<file path="src/rtl/mem_wb_multi.sv">
// MEM/WB pipeline register for the multi-issue core: LANES register-write lanes plus a shared HI/LO write.
// Optional retire counter is enabled by defining MEM_WB_PERF_EN; otherwise retired is tied to 0.

module mem_wb_lane #(
  parameter int DATA_W = 32,
  parameter int ADDR_W = 5
) (
  input  logic              clk,
  input  logic              rst,
  input  logic              load,
  input  logic              clear,
  input  logic              valid,
  input  logic [ADDR_W-1:0] wd,
  input  logic [DATA_W-1:0] wdata,
  input  logic              wreg,
  output logic              wb_valid,
  output logic [ADDR_W-1:0] wb_wd,
  output logic [DATA_W-1:0] wb_wdata,
  output logic              wb_wreg
);
  // clear covers both flush and bubble; it outranks load so flush wins over a concurrent load
  always_ff @(posedge clk) begin
    if (rst || clear) begin
      wb_valid <= 1'b0;
      wb_wd    <= '0;
      wb_wdata <= '0;
      wb_wreg  <= 1'b0;
    end else if (load) begin
      wb_valid <= valid;
      wb_wd    <= wd;
      wb_wdata <= wdata;
      wb_wreg  <= wreg;
    end
  end
endmodule

module mem_wb_multi #(
  parameter int LANES  = 2,
  parameter int DATA_W = 32,
  parameter int ADDR_W = 5,
  parameter int CNT_W  = 32
) (
  input  logic                    clk,
  input  logic                    rst,
  input  logic                    stall_mem,
  input  logic                    stall_wb,
  input  logic                    flush,
  input  logic [LANES-1:0]        mem_valid,
  input  logic [LANES*ADDR_W-1:0] mem_wd,
  input  logic [LANES*DATA_W-1:0] mem_wdata,
  input  logic [LANES-1:0]        mem_wreg,
  input  logic [DATA_W-1:0]       mem_hi,
  input  logic [DATA_W-1:0]       mem_lo,
  input  logic                    mem_whilo,
  output logic [LANES-1:0]        wb_valid,
  output logic [LANES*ADDR_W-1:0] wb_wd,
  output logic [LANES*DATA_W-1:0] wb_wdata,
  output logic [LANES-1:0]        wb_wreg,
  output logic [DATA_W-1:0]       wb_hi,
  output logic [DATA_W-1:0]       wb_lo,
  output logic                    wb_whilo,
  output logic [CNT_W-1:0]        retired
);
  logic clear, load;
  logic [LANES-1:0][ADDR_W-1:0] wd_a, wb_wd_a;
  logic [LANES-1:0][DATA_W-1:0] wdata_a, wb_wdata_a;
  logic [LANES-1:0] qual, wreg_res;

  assign clear   = flush | (stall_mem & ~stall_wb);
  assign load    = ~stall_mem;
  assign wd_a    = mem_wd;
  assign wdata_a = mem_wdata;
  assign wb_wd    = wb_wd_a;
  assign wb_wdata = wb_wdata_a;

  // $zero writes and invalid lanes never enable; a program-later lane steals a shared address
  always_comb begin
    wreg_res = '0;
    for (int i = 0; i < LANES; i++)
      qual[i] = mem_wreg[i] & mem_valid[i] & (wd_a[i] != '0);
    for (int i = 0; i < LANES; i++) begin
      wreg_res[i] = qual[i];
      for (int j = i + 1; j < LANES; j++)
        if (qual[j] && (wd_a[j] == wd_a[i])) wreg_res[i] = 1'b0;
    end
  end

  genvar g;
  generate
    for (g = 0; g < LANES; g++) begin : g_lane
      mem_wb_lane #(.DATA_W(DATA_W), .ADDR_W(ADDR_W)) u_lane (
        .clk      (clk),
        .rst      (rst),
        .load     (load),
        .clear    (clear),
        .valid    (mem_valid[g]),
        .wd       (wd_a[g]),
        .wdata    (wdata_a[g]),
        .wreg     (wreg_res[g]),
        .wb_valid (wb_valid[g]),
        .wb_wd    (wb_wd_a[g]),
        .wb_wdata (wb_wdata_a[g]),
        .wb_wreg  (wb_wreg[g])
      );
    end
  endgenerate

  // HI/LO rides with lane 0
  always_ff @(posedge clk) begin
    if (rst || clear) begin
      wb_hi    <= '0;
      wb_lo    <= '0;
      wb_whilo <= 1'b0;
    end else if (load) begin
      wb_hi    <= mem_hi;
      wb_lo    <= mem_lo;
      wb_whilo <= mem_whilo & mem_valid[0];
    end
  end

`ifdef MEM_WB_PERF_EN
  logic [CNT_W-1:0] pop;

  always_comb begin
    pop = '0;
    for (int i = 0; i < LANES; i++) pop = pop + CNT_W'(mem_valid[i]);
  end

  // counts only real load edges; wraps without saturation
  always_ff @(posedge clk) begin
    if (rst)                retired <= '0;
    else if (load && !flush) retired <= retired + pop;
  end
`else
  assign retired = '0;
`endif

endmodule

</file>
<file path="config.mk">
export PLATFORM = sky130hd
export DESIGN_NAME = mem_wb_multi
export DESIGN_NICKNAME = d
export VERILOG_FILES = /design/src/rtl/mem_wb_multi.sv
export SDC_FILE = /design/constraint.sdc
export NUM_CORES = 1
export LEC_CHECK = 0
export ABC_CLOCK_PERIOD_IN_PS = 2500
export BUFFER_PORTS_ARGS = -buffer_cell sky130_fd_sc_hd__buf_4
export CORE_AREA = 4 4 122 124
export DETAILED_ROUTE_END_ITERATION = 7
export DIE_AREA = 0 0 126 128
export GPL_ROUTABILITY_DRIVEN = 0
export PLACE_DENSITY = 0.7
export SYNTH_ARGS = -nofsm -noshare
export SYNTH_HDL_FRONTEND = slang
export SYNTH_SLANG_ARGS = --single-unit
</file>
<file path="constraint.sdc">
create_clock -name clk -period 2.5 [get_ports clk]
set_clock_uncertainty 0.05 [all_clocks]
set_input_delay 0.25 -clock clk [delete_from_list [all_inputs] [get_ports clk]]
set_output_delay 0.25 -clock clk [all_outputs]
set_load 0.005 [all_outputs]
</file>
# Yosys cells after proc, flatten, opt, wreduce, memory -nomap -nowiden
# Index checks and enable logic that the tools add are counted.
# classes
eq_ne	1
n_mux	1
bitwise	8
n_reduce_logical	4
# ops
operator	n
$reduce_bool A5 Y1	2
$and A1 B1 Y1	6
$eq A5 B5 Y1	1
$logic_and A1 B1 Y1	1
$logic_or A1 B1 Y1	1
$mux W1	1
$not A1 Y1	1
$or A1 B1 Y1	1
# totals
reg_bits	143
inputBits	148

# Longest topological paths before layout
# Gate-level depths: netlist (run 1).
# depth
word_depth	4
mapped_depth	5
mapped_depth_nobuf	4

# Modules after synthesis
# Synthesis (run 1) repeated with hierarchy kept, for this count alone.
# hier_totals
cells_unflattened	514
hier_area_um2	5506.5
# modules_own_cells
mod	n_inst	cells_per_inst	area_each_um2	seq_area_each_um2
mem_wb_lane	2	127	1420.1	780.7
mem_wb_multi	1	260	2666.3	1301.2

# Worst setup path before layout (run 1)
# No wires, ideal clock.
# synth_path
kind	input -> register
from	input port mem_wd[5]
to	register g_lane[1].u_lane.wb_wreg
setup_time_ns	0.113
arrival_time_ns	1.127
required_time_ns	2.337
path_slack_ns	1.210
path_stages	4
n_path_buf	0
cell_sequence	or4_1 o211ai_2 o21ai_0 nor2b_4
# synth_via
elab_chain_len	2
# synth_lines
item	line_no	rtl
start: declaration	49	input logic [LANES*ADDR_W-1:0] mem_wd,
$reduce_bool A5 Y1	80	qual[i] = mem_wreg[i] & mem_valid[i] & (wd_a[i] != '0);
$and A1 B1 Y1	80	
end signal: assignment	32	wb_wreg <= wreg;
end: declaration	19	output logic wb_wreg
# No other way between the ends.
# A chain may end at the register's enable or synchronous reset.

# Final worst setup path (run 1)
# layout_path
from	register wb_lo[31]
to	output port wb_lo[31]
# layout_rtl
item	line_no	rtl
start: declaration	60	output logic [DATA_W-1:0] wb_lo,
start signal: assignment	116	wb_lo <= mem_lo;
# No word-level cell between the ends.

==> metrics.md, run 1 <==
| Metric | Value |
|---|---|
| Status | finished clean |
| Post-CTS sizing | 0 |
| Vias in the first global route | around 4.7k |
| Post-synthesis register bit count | 143 |
| Clk buf depth | 2 |
| DR vias | approximately 4.5k |
| DRT iter0 DRCs | 118 |
| Instance count on the critical path | 1 |
| Worst-path clk slew | around 0.060 ns |
| Area Overhead vs Synth | 51.6% |
| H-tree depth | 4 |
| Largest net degree at the start of global routing | between 70 and 80 |
| Switch share | 21.8% |
| Area leader, netlist | dfxtp_1 |
| Drc violations | 0 |
| CP max FO | 2 |
| Mapped Area | roughly 5400 um^2 |
| Final Hold Fails | 0 |
| WHS | between 0.015 and 0.02 ns |
| Setup TNS | 0 ns |
| Min-Delay Path Class | in -> reg |
| Fill cell count | roughly 1.2k |
| Number of vias per cell | 4.54 |
| Part of the power in registers | ~45% |
| Remaining Overflow, GRT | 0 |
| Max VDD drop | ~0.37 mV |
| Max incr delay on CP | 0.38 ns |
| Worst skew pair latency | around 0.40 ns |
| Critical R2R Launch | g_lane[0].u_lane.wb_wreg |
| Worst-path cell chain | buf_4 |
| Final core utilization | 59.2% |
| Share of the synthesized area in the top cell type | about 53% |
| Setup violators final | 0 |
| Ranking of synthesized cells by area | dfxtp_1 (53%), mux2i_1 (26%), nor2_1 (10%) |
| WP data arrival | roughly 0.9 ns |
| RSZ-0062 raised after global routing | false |
| I/O pins | roughly 320 |
| Worst setup startpoint | wb_lo[31] |
| Routed Wire Length | between 15000 and 20000 um |
| R2R depth | 2 |
| Most frequent cells in the layout | buf_4 (292), nor2_1 (143), dfxtp_1 (143) |
| Worst hold path startpoint | mem_hi[17] |
| Sequential share of the synthesized area | 53.2% |
| CTS tree | yes |
| Sink Count | between 100 and 150 |
| Pleak | 4.10 nW |
| Pwr Total | ~5.3 mW |
| Delay-heaviest family, CP | flip-flops |
| Psw | 1.17 mW |
| CP bufs+invs | 1 |
| Drt wl/cell | ~16 um |
| Count of unique library cells instantiated by Yosys | 25 |
| Final HPWL DP | around 12000 um |
| Max Cap Violations | 0 |
| Avg Inst Size Synth | between 10 and 15 um^2 |
| Hold path depth | 3 |
| Total CTS buffers | 17 |
| Rows | 43 |
| Layout Nets | roughly 940 |
| CTS Root Buffer Type | clkbuf_16 |
| Initial antenna violation count | 0 |
| CP Class | reg -> out |
| Final WS setup | ~1.3 ns |
| Layout cells sized above 1 | 40.6% |
| GRT Total Usage | around a fifth |
| Antenna viol nets, final | 0 |
| Nature of the critical path startpoint | flop |
| PortBufs | between 200 and 300 |
| Drt first pass iters | 4 |
| Core ar. | 13800 um^2 |
| PwrDens | 655 nW/um^2 |
| Final Max Slew Viols | 0 |
| Synth Instances | approximately 510 |
| Internal Dissipation | ~4.2 mW |
| Post-route minimum period | between 1 and 1.5 ns |
| Clock power frac | between 40% and 50% |
| Pre-CTS setup slack | roughly 0.87 ns |
| Hold_buf cts | 0 |
| Antenna cell count | 0 |
| Die area | 16100 um^2 |
| Slowest CP cell | dfxtp_1 |
| Gate power share | 11.1% |
| Commonest non-fill, non-tap cell in the layout | buf_4 |
| Tcrit/Tclk final | 48.8% |
| Req. time, crit path | 2.20 ns |
| Post-CTS setup buffers | 0 |
| CP endpoint kind | primary output |
| Initial Utilization | 39.1% |
| Die Y | approximately 130 um |
| First-pass GRT wire length | between 20000 and 25000 um |
| F_max | 819 MHz |
| Slew HR | just over 60% |
| Chip width | around 130 um |
| Worst Tran Pin Value | 0.564 ns |
| Yosys warning count | 0 |
## cell type report
class | count | area (um^2) | share of cell area (%)
clock inverter | 7 | 87.6 | 1.07
inverter | 1 | 3.75 | 0.0460
timing repair buffer | 298 | 2310 | 28.3
tap | 180 | 225 | 2.76
sequential | 143 | 2860 | 35.1
multi-input combinational | 334 | 2210 | 27.1
clock buffer | 24 | 462 | 5.66
## synth_stat cells, drive strengths merged
| master | instances |
|---|---|
| dfxtp | 143 |
| nor2 | 143 |
| mux2i | 139 |
| buf | 60 |
| clkbuf | 7 |
| xnor2 | 4 |
| nand2 | 2 |
| nor2b | 2 |
| nor3 | 2 |
| o21ai | 2 |
| a2111oi | 1 |
| a21oi | 1 |
| a22oi | 1 |
| a32oi | 1 |
| conb | 1 |
| inv | 1 |
| nand4 | 1 |
| o211ai | 1 |
| or4 | 1 |
| xor2 | 1 |
## stage by stage
step                      instance area [um^2]  instances
final                                     8160        987
after global placement                    7610        956
after floorplan                           5500        545
after global routing                      8160        987
after CTS                                 8160        987
after detailed placement                  7610        956
## per-layer routing
metal | part of all wire (%) | GRT usage, %
met3 | 12 | 10.3
met5 | 0 | 0
met2 | 50 | 32.7
met1 | 36 | 18.6
met4 | 1.8 | 7.07
## cell families (layout without fill, tap and decap cells)
family,after synthesis,after routing,synth area share [%]
compound gates,7,7,1.07
flops,143,143,53.2
simple gates,151,151,11.0
mux,139,139,25.9
other cells,1,32,0.0697
buf+inv,68,330,7.98
xor+xnor,5,5,0.814
## power by group through the flow
stage	Combinational, mW	Clock [mW]	Sequential [mW]
final	0.595	2.37	2.38
after global routing	0.649	2.52	2.38
after CTS	0.602	2.42	2.38
after detailed placement	0.599	0	2.43
after global placement	0.584	0	2.42
after floorplan	0.296	0	2.43
## flip-flops by register name, summed over array words and instances (netlist names)
name	count
g_lane.u_lane.wb_wreg	2
g_lane.u_lane.wb_wdata	64
wb_lo	32
g_lane.u_lane.wb_valid	2
wb_hi	32
wb_whilo	1
g_lane.u_lane.wb_wd	10
## worst paths after layout
path / end / slack [ns]
worst max register to register: g_lane[0].u_lane.wb_wreg / 1.41
worst min register to register: g_lane[0].u_lane.wb_wdata[6] / 0.44
worst min-delay path: wb_hi[17] / 0.02
worst max-delay path: wb_lo[31] / 1.28
No activity file was read; power rests on OpenSTA's default activity.
==> run 2: changes to the inputs <==
==> config.mk (replaced) <==
export PLATFORM = sky130hd
export DESIGN_NAME = mem_wb_multi
export DESIGN_NICKNAME = d
export VERILOG_FILES = /design/src/rtl/mem_wb_multi.sv
export SDC_FILE = /design/constraint.sdc
export NUM_CORES = 1
export LEC_CHECK = 0
export ABC_CLOCK_PERIOD_IN_PS = 1100
export BUFFER_PORTS_ARGS = -buffer_cell sky130_fd_sc_hd__buf_4
export CORE_AREA = 4 4 123 125
export DETAILED_ROUTE_END_ITERATION = 7
export DIE_AREA = 0 0 127 129
export GPL_ROUTABILITY_DRIVEN = 0
export PLACE_DENSITY = 0.72
export SYNTH_ARGS = -nofsm -noshare
export SYNTH_HDL_FRONTEND = slang
export SYNTH_SLANG_ARGS = --single-unit
==> constraint.sdc (replaced) <==
create_clock -name clk -period 1.1 [get_ports clk]
set_clock_uncertainty 0.05 [all_clocks]
set_input_delay 0.11 -clock clk [delete_from_list [all_inputs] [get_ports clk]]
set_output_delay 0.11 -clock clk [all_outputs]
set_load 0.005 [all_outputs]
==> run 2 against run 1 <==
  * Global-route usage increased by 4.4 points
  * Register-to-register slack got worse by 1.3 ns
  * Setup slack got worse by 1.2 ns
  * Cell count grew 17%
  * Largest power group is now clock
  * Via count rose by 22%
  * Design area increased by 21%
  * Core utilization up 12 points
  * Critical path depth is the same
  * Count of clock-buffer cells in the layout fell by 1
  * Combinational power increased to 3.3 times the previous value
  * First-iteration DRC count up 59%
==> metrics.md, run 2 (synthesis gave the netlist of run 1 again) <==
| Metric | Value |
|---|---|
| Final core utilization | 71.3% (was 59.2%) |
| CTS Root Buffer Type | clkbuf_16 (unchanged) |
| Clock power frac | 42.9% (was 44.3%) |
| Fill cell count | 924 (was 1173) |
| Initial Utilization | 38.8% (was 39.1%) |
| Req. time, crit path | 0.94 ns (was 2.20 ns) |
| Routed Wire Length | 19400 um (was 15500 um) |
| Post-route minimum period | 1.06 ns |
| Delay-heaviest family, CP | flip-flops (unchanged) |
| CP Class | reg -> out (unchanged) |
| Worst-path clk slew | 0.06 ns (about the same) |
| Hold path depth | 4 (was 3) |
| Status | finished clean (unchanged) |
| Layout Nets | 1115 (was 943) |
| Die area | 16400 um^2 (was 16100 um^2) |
| Post-CTS setup buffers | 0 (unchanged) |
| Final Max Slew Viols | 0 (unchanged) |
| CTS tree | yes (unchanged) |
| Max Cap Violations | 0 (unchanged) |
| Number of vias per cell | 4.70 (was 4.54) |
| Core ar. | 13900 um^2 (was 13800 um^2) |
| Drc violations | 0 (unchanged) |
| Top flop regs | g_lane.u_lane.wb_wdata: 64 flops, wb_hi: 32 flops, wb_lo: 32 flops (unchanged) |
| Antenna viol nets, final | 0 (unchanged) |
| GRT Total Usage | 23.0% (was 18.7%) |
| CP max FO | 2 (unchanged) |
| Worst skew pair latency | 0.40 ns (about the same) |
| Max incr delay on CP | 0.36 ns (was 0.38 ns) |
| Commonest non-fill, non-tap cell in the layout | buf_4 (unchanged) |
| Max VDD drop | 0.883 mV (was 0.367 mV) |
| PwrDens | 1300 nW/um^2 (was 655 nW/um^2) |
| Final Hold Fails | 0 (unchanged) |
| DR vias | 5446 (was 4479) |
| Pleak | 4.87 nW (was 4.10 nW) |
| DRT iter0 DRCs | 188 (was 118) |
| Drt first pass iters | 4 (unchanged) |
| R2R depth | 2 (unchanged) |
| Switch share | 22.2% (was 21.8%) |
| First-pass GRT wire length | 29800 um (was 23800 um) |
| WP data arrival | 0.90 ns (was 0.92 ns) |
| Nature of the critical path startpoint | flop (unchanged) |
| Pwr Total | 12.9 mW (was 5.34 mW) |
| Worst-path cell chain | buf_4 (unchanged) |
| Part of the power in registers | 42.0% (was 44.5%) |
| Sink Count | 143 (unchanged) |
| H-tree depth | 4 (unchanged) |
| Rows | 43 (unchanged) |
| Final HPWL DP | 12300 um (was 12100 um) |
| CP endpoint kind | primary output (unchanged) |
| Internal Dissipation | 10.0 mW (was 4.18 mW) |
| Die Y | 129 um (was 128 um) |
| Layout cells sized above 1 | 38.0% (was 40.6%) |
| PortBufs | 290 (unchanged) |
| Min-Delay Path Class | in -> reg (unchanged) |
| Drt wl/cell | 16.7 um (was 15.7 um) |
| Max reg flops | 64 (unchanged) |
| Initial antenna violation count | 2 (was 0) |
| Largest net degree at the start of global routing | 74 (was 73) |
| R2r setup slk | 0.13 ns (was 1.41 ns) |
| Remaining Overflow, GRT | 0 (unchanged) |
| Most frequent cells in the layout | buf_4 (321), nor2_1 (143), mux2i_1 (139) (was buf_4 (292), nor2_1 (143), dfxtp_1 (143)) |
| Psw | 2.87 mW (was 1.17 mW) |
| Setup violators final | 0 (unchanged) |
| Reg with most FFs | g_lane.u_lane.wb_wdata (unchanged) |
| Worst hold path startpoint | mem_wd[9] (was mem_hi[17]) |
| F_max | 941 MHz |
| Area Overhead vs Synth | 83.8% (was 51.6%) |
| RSZ-0062 raised after global routing | false (unchanged) |
| Hold endpoint | g_lane[1].u_lane.wb_wd[4] (was wb_hi[17]) |
| Slowest CP cell | dfxtp_1 (unchanged) |
| I/O pins | 323 (unchanged) |
| Setup TNS | 0 ns (unchanged) |
| Gate power share | 15.1% (was 11.1%) |
| Tcrit/Tclk final | between 90 and 100% |
| RR Endpoint | g_lane[0].u_lane.wb_wreg (unchanged) |
| Post-route design area | 9890 um^2 (was 8160 um^2) |
| Clk buf depth | 2 (unchanged) |
| Critical R2R Launch | g_lane[0].u_lane.wb_wreg (unchanged) |
| Vias in the first global route | 5846 (was 4735) |
| CP bufs+invs | 1 (unchanged) |
| Total CTS buffers | 17 (unchanged) |
| Placed inst area | 7930 um^2 (was 7610 um^2) |
| Chip width | 127 um (was 126 um) |
-- run 2: cell types whose count changed in the layout (fill, tap and decap cells not counted), moves of 3 or more --
cell           delta
dfxtp_2           +6
clkbuf_1          -3
dlygate4sd3_1   +138
buf_4            +29
dfxtp_1           -6
buf_12            +5
-- run 2: metal layers --
metal | global-route usage, % | share of wire, % | vias to the layer above
li1 | - | - | 2533
met1 | 23.5 | 36 | 2570
met2 | 41.3 | 52 | 289
met3 | 8.09 | 8.4 | 54
met4 | 12.5 | 3.7 | 0
met5 | 0 | 0 | -
-- run 2: worst min-delay path, cell delays in order --
cell and delay (ns):
buf_4 0.10, buf_4 0.10, mux2i_1 0.05, nor2_1 0.07
-- run 2: repair_timing --
item	4_1_cts	5_1_grt
hold buffers	138	0
endpoints found under the setup margin	1	6
resized for setup	1	6
hold endpoints to repair	137	0
-- run 2: final cells by class --
class	instances	area (um^2)	share of cell area [%]
clock inverter	6	85.1	0.860
antenna	2	5.00	0.0506
inverter	1	3.75	0.0379
multi-input combinational	334	2220	22.5
timing repair buffer	470	4000	40.5
sequential	143	2870	29.0
clock buffer	23	478	4.83
tap	180	225	2.28
-- run 2: metrics by stage --
step / hold slack (ns) / worst slack [ns] / std cells
finish: 0.0234 / 0.0371 / 1159
global route: 0.0283 / 0.00102 / 1159
CTS: 0.00521 / 0.0104 / 1157
detailed placement: 0.298 / -0.206 / 990
global placement: 0.289 / -0.202 / 990
floorplan: 0.204 / -0.0420 / 545
-- run 2: worst max-delay path by stage --
stage / slack, ns / cells after the start / end / start
5_1_grt: 0.001 / 1 / wb_hi[0] / wb_hi[0]
3_3_place_gp: -0.20 / 5 / g_lane[1].u_lane.wb_wreg / mem_wd[5]
2_1_floorplan: -0.04 / 4 / g_lane[1].u_lane.wb_wreg / mem_wd[5]
3_5_place_dp: -0.21 / 5 / g_lane[1].u_lane.wb_wreg / mem_wd[5]
6_report: 0.04 / 1 / wb_lo[21] / wb_lo[21]
4_1_cts: 0.01 / 1 / wb_wdata[12] / g_lane[0].u_lane.wb_wdata[12]
-- run 2: power by group through the flow --
| stage | Clock (mW) | Combinational, mW | Sequential [mW] |
|---|---|---|---|
| 6_report | 5.52 | 1.95 | 5.41 |
| 5_1_grt | 5.84 | 2.08 | 5.43 |
| 4_1_cts | 5.63 | 1.89 | 5.41 |
| 3_5_place_dp | 0 | 1.49 | 5.51 |
| 3_3_place_gp | 0 | 1.46 | 5.51 |
| 2_1_floorplan | 0 | 0.674 | 5.52 |
